--- src/rtl/kyber_indcpa_dec_sequencer.sv ---
// Ordered launcher for the IND-CPA decrypt stages with watchdog, abort and cycle instrumentation.
// Latency: one cycle per LAUNCH, plus stage latency in WAIT; no backpressure, start ignored while busy.
module kyber_indcpa_dec_sequencer #(
  parameter int NUM_STAGES = 5,
  parameter int IDX_W      = 3,
  parameter int TIMEOUT    = 4096,
  parameter int MSG_W      = 256
) (
  input  logic                  clk,
  input  logic                  rst_n,
  input  logic                  start,
  input  logic                  abort,
  input  logic [NUM_STAGES-1:0] stage_done,
  input  logic [MSG_W-1:0]      tomsg_msg,
  output logic [NUM_STAGES-1:0] stage_en,
  output logic [MSG_W-1:0]      msg_out,
  output logic                  msg_valid,
  output logic                  busy,
  output logic                  done,
  output logic                  error,
  output logic [IDX_W-1:0]      err_stage,
  output logic [31:0]           cycle_count
);

  localparam int WD_W = $clog2(TIMEOUT + 1);
  localparam logic [IDX_W-1:0]      LAST_IDX = IDX_W'(NUM_STAGES - 1);
  localparam logic [WD_W-1:0]       WD_LIMIT = WD_W'(TIMEOUT - 1);
  localparam logic [NUM_STAGES-1:0] EN_FIRST = NUM_STAGES'(1);

  typedef enum logic [2:0] {
    S_IDLE,
    S_LAUNCH,
    S_WAIT,
    S_CAPTURE,
    S_FAULT
  } state_t;

  state_t                state;
  logic [IDX_W-1:0]      idx;
  logic [WD_W-1:0]       watchdog;
  logic [WD_W-1:0]       wd_next;
  logic [NUM_STAGES-1:0] done_q;
  logic                  done_edge;

  // Only a fresh rising edge on the active stage counts; stale levels are ignored.
  assign done_edge = stage_done[idx] & ~done_q[idx];
  assign wd_next   = watchdog + WD_W'(1);

  always_ff @(posedge clk or negedge rst_n) begin
    if (!rst_n) begin
      state       <= S_IDLE;
      idx         <= '0;
      watchdog    <= '0;
      done_q      <= '0;
      stage_en    <= '0;
      msg_out     <= '0;
      msg_valid   <= 1'b0;
      busy        <= 1'b0;
      done        <= 1'b0;
      error       <= 1'b0;
      err_stage   <= '0;
      cycle_count <= '0;
    end else begin
      done_q   <= stage_done;
      stage_en <= '0;
      done     <= 1'b0;

      if ((state == S_LAUNCH || state == S_WAIT) && cycle_count != 32'hFFFF_FFFF)
        cycle_count <= cycle_count + 32'd1;

      case (state)
        S_IDLE, S_FAULT: begin
          if (start && !abort) begin
            state       <= S_LAUNCH;
            idx         <= '0;
            watchdog    <= '0;
            stage_en    <= EN_FIRST;
            busy        <= 1'b1;
            cycle_count <= '0;
            msg_valid   <= 1'b0;
            error       <= 1'b0;
            err_stage   <= '0;
          end
        end

        S_LAUNCH: begin
          watchdog <= '0;
          if (abort) begin
            state <= S_IDLE;
            busy  <= 1'b0;
          end else begin
            state <= S_WAIT;
          end
        end

        S_WAIT: begin
          if (abort) begin
            state <= S_IDLE;
            busy  <= 1'b0;
          end else if (done_edge) begin
            watchdog <= '0;
            if (idx == LAST_IDX) begin
              msg_out   <= tomsg_msg;
              msg_valid <= 1'b1;
              done      <= 1'b1;
              state     <= S_CAPTURE;
            end else begin
              idx      <= idx + IDX_W'(1);
              stage_en <= EN_FIRST << (idx + IDX_W'(1));
              state    <= S_LAUNCH;
            end
          end else if (wd_next == WD_LIMIT) begin
            state     <= S_FAULT;
            error     <= 1'b1;
            err_stage <= idx;
            busy      <= 1'b0;
          end else begin
            watchdog <= wd_next;
          end
        end

        S_CAPTURE: begin
          state <= S_IDLE;
          busy  <= 1'b0;
        end

        default: begin
          state <= S_IDLE;
          busy  <= 1'b0;
        end
      endcase
    end
  end

endmodule
--- config.mk ---
export PLATFORM = sky130hd
export DESIGN_NAME = kyber_indcpa_dec_sequencer
export DESIGN_NICKNAME = d
export VERILOG_FILES = /design/src/rtl/kyber_indcpa_dec_sequencer.sv
export SDC_FILE = /design/constraint.sdc
export NUM_CORES = 1
export LEC_CHECK = 0
export BUFFER_PORTS_ARGS = -buffer_cell sky130_fd_sc_hd__buf_2
export CAP_MARGIN = 20
export CORE_AREA = 2 2 219 221
export DETAILED_ROUTE_END_ITERATION = 16
export DIE_AREA = 0 0 221 223
export SETUP_SLACK_MARGIN = 0.2
export SLEW_MARGIN = 20
export SYNTH_ARGS = -nofsm -noshare
export SYNTH_HDL_FRONTEND = slang
export SYNTH_SLANG_ARGS = --single-unit
--- constraint.sdc ---
create_clock -name clk -period 2.57 [get_ports clk]
set_input_delay 0.6425 -clock clk [delete_from_list [all_inputs] [get_ports clk]]
set_output_delay 0.6425 -clock clk [all_outputs]
set_load 0.005 [all_outputs]
==> impl_metrics.tcl <==
set metrics [dict create \
    status "finished, final reports clean" \
    finalInstanceArea_um2 18700 \
    dieWidth_um 221 \
    clock_latency_ps 540 \
    placed_cell_area_um2 17200 \
    crit_chain "and4bb_1, o22ai_2, a221oi_4, nand2_2, nor2_4, buf_12, buf_12, clkbuf_16, mux2_1" \
    fin_crit_ps 2390 \
    synthTopCellsByCount "dfrtp_1, mux2_1, mux2_2" \
    core_um2 47100 \
    post-place-ws_ps -82.4 \
    nets 1820 \
    synth.most_common_cell "dfrtp_1" \
    routed_wl_um 38500 \
    slew_headroom 0.621 \
    yosysSeqAreaShare 0.616 \
    crit_buf_inv 3 \
    grt_pass1_wl_um 59200 \
    grt_max_degree 60 \
    initial_utilization 0.279 \
    clock_skew_ps 25.6 \
    port_buffers 564 \
    crit_family "simple AND/OR/NAND/NOR gates" \
    syn_area_um2 13200 \
    async_reset_ff_frac 1.00 \
    route.vias.total 9804 \
    synthCells 905 \
    start_kind "flip-flop" \
    worstMarginPinSlew_ps 568 \
    crit_path_max_incr_delay_ps 430 \
    clock_sinks 324 \
    synthesis.nets 1178 \
    hold_viol 0 \
    ant_nets 0 \
    layout-drive-gt1-share 0.493 \
    fillers 4557 \
    globalplace.congestion 0.843 \
    crit_path_top_delay_cell "dfrtp_2" \
    synth.distinct_cells 58 \
    drtPass1Iterations 4 \
    grt_usage 0.152 \
    drtIter0Drc 519 \
    drv_slew 0 \
    setup_viol 0 \
    yosys_warnings 0 \
    synth_area_leaders "dfrtp_1, mux2_1, mux2_2" \
    cts_tree "done" \
    end_kind "flip-flop" \
    cts_buffer_depth 3 \
    cp_max_fo 15 \
    syn_to_final_growth_pct 42.5 \
    cts-buffers-inserted 38 \
    cap_violations 0 \
    path_clk_slew_ps 60 \
    regArea_um2 8110 \
    rsz0062_at_grt "yes" \
    vias_per_cell 4.48 \
    arrival_ps 2800 \
    dpl.cell_count 2111 \
    p_per_area_nw_per_um2 592 \
    syn_area_per_cell_um2 14.5 \
    synthFlopType "dfrtp_1" \
    max_freq_ghz 0.418 \
    pin_count 565 \
    cpMostUsedCell "buf_12" \
    rows 80 \
    setup_slack_ps 175 \
    cts_hold_buffers 0 \
    root_buffer "clkbuf_16" \
    yosysTopAreaCellShare 0.616 \
    holdWs_ps 70.3 \
    max-vdd-ir-drop_mv 0.460 \
    antenna_found_initial 6 \
    min_path_type "in2async" \
    p_leak_nw 10.7 \
    synth_edf_count 0 \
    dpl.hpwl_um 29500 \
    yosys.area.top_type "dfrtp_1" \
    dieArea_um2 49300 \
    synth_seq_cells 324 \
    wl_per_cell_um 17.6 \
    multi_input_comb_area_um2 4790 \
    htree_levels 2 \
    path_class "reg2reg" \
    grt.overflow.total 0 \
    dieHeight_um 223 \
    drc 0 \
    period_share 0.932 \
    crit_required_ps 2980 \
    grt_pass1_vias 10000 \
    final_cells 2190 \
]
## area by class of cell
class	instances	area share
Clock buffer	54	0.0578
Clock inverter	10	0.00801
Tap cell	615	0.0411
Multi-Input combinational cell	532	0.256
Sequential cell	324	0.433
Inverter	9	0.00180
Antenna cell	4	0.000534
Timing Repair Buffer	642	0.203
## registers in the layout (all words and copies together), names as in the netlist
name / flops
msg_valid: 1
done: 1
done_q: 5
msg_out: 256
idx: 3
watchdog: 13
stage_en: 5
cycle_count: 32
busy: 1
state: 3
err_stage: 3
error: 1
## what timing repair did
action | CTS | global route
resized for setup | 7 | 11
pin swaps | 2 | 4
gates cloned | 1 | 3
buffers inserted | 5 | 2
setup endpoints to repair | 104 | 267
## worst reg2reg max path, cell delays in order, from the launching register on
cell	delay (ps)
dfrtp_2	430
and4bb_1	310
o22ai_2	110
a221oi_4	310
nand2_2	110
nor2_4	150
buf_12	130
buf_12	170
clkbuf_16	230
mux2_1	320
## layer usage
layer | track usage | up-vias | routed length [um] | part of all wire
li1 | - | 4565 | - | -
met1 | 0.187 | 4870 | 15700 | 0.41
met2 | 0.258 | 311 | 19700 | 0.51
met3 | 0.0399 | 56 | 2200 | 0.057
met4 | 0.0530 | 2 | 899 | 0.023
met5 | 0 | - | 10 | 0.00026
## layout by cell type, fill, tap and decap left out, drive strengths merged, types with 3 or more instances in the layout
cell type	count
a21o	3
and4	4
o211ai	6
a31oi	3
nor2	31
diode	4
buf	638
clkinv	6
clkbuf	57
bufinv	3
a22o	4
and3	5
or3	7
mux2i	5
and2	9
dfrtp	324
or4	5
o21ai	18
nand4	22
nand2b	7
o31ai	5
nand3	21
xor2	16
nor4	4
nor3	11
mux2	257
xnor2	5
o2bb2ai	3
inv	9
o41ai	3
a21oi	10
a31o	3
ha	8
nand2	32
## through the flow
stage,power [mW],util,TNS (ps)
after floorplan,5.42,-,0
after global placement,5.85,0.366,-726
after detailed placement,5.87,0.366,-5560
after CTS,11.3,0.395,0
after global routing,11.6,0.398,0
final,11.1,0.398,0
## cells by family after synthesis
family                     synth area share
adders and majority gates           0.00761
DFF                                   0.616
buffers and inverters                0.0279
muxes                                 0.224
and+or+nand+nor                      0.0703
xor gates and xnor gates             0.0140
AOI/OAI and AO/OA                    0.0401
## power by group
part / internal (mW) / total [mW] / switching [mW] / leakage, nW
Clock: 3.23 / 5.33 / 2.10 / 0.600
Sequential: 5.14 / 5.19 / 0.0457 / 4.51
Combinational: 0.272 / 0.578 / 0.306 / 5.55
Total: 8.65 / 11.1 / 2.45 / 10.7
## final timing paths
check	startpoint	endpoint	slack (ps)	cells past startpoint
min reg2reg	msg_out[4]$_DFFE_PN0P_	msg_out[4]$_DFFE_PN0P_	480	1
max in group asynchronous	rst_n	msg_out[19]$_DFFE_PN0P_	1850	2
min in group clk	stage_done[4]	done_q[4]$_DFF_PN0_	240	1
max	idx[2]$_DFFE_PN0P_	msg_out[216]$_DFFE_PN0P_	180	9
min	rst_n	msg_out[137]$_DFFE_PN0P_	70	1
max reg2reg	idx[2]$_DFFE_PN0P_	msg_out[216]$_DFFE_PN0P_	180	9
No activity file was read; power rests on OpenSTA's default activity.
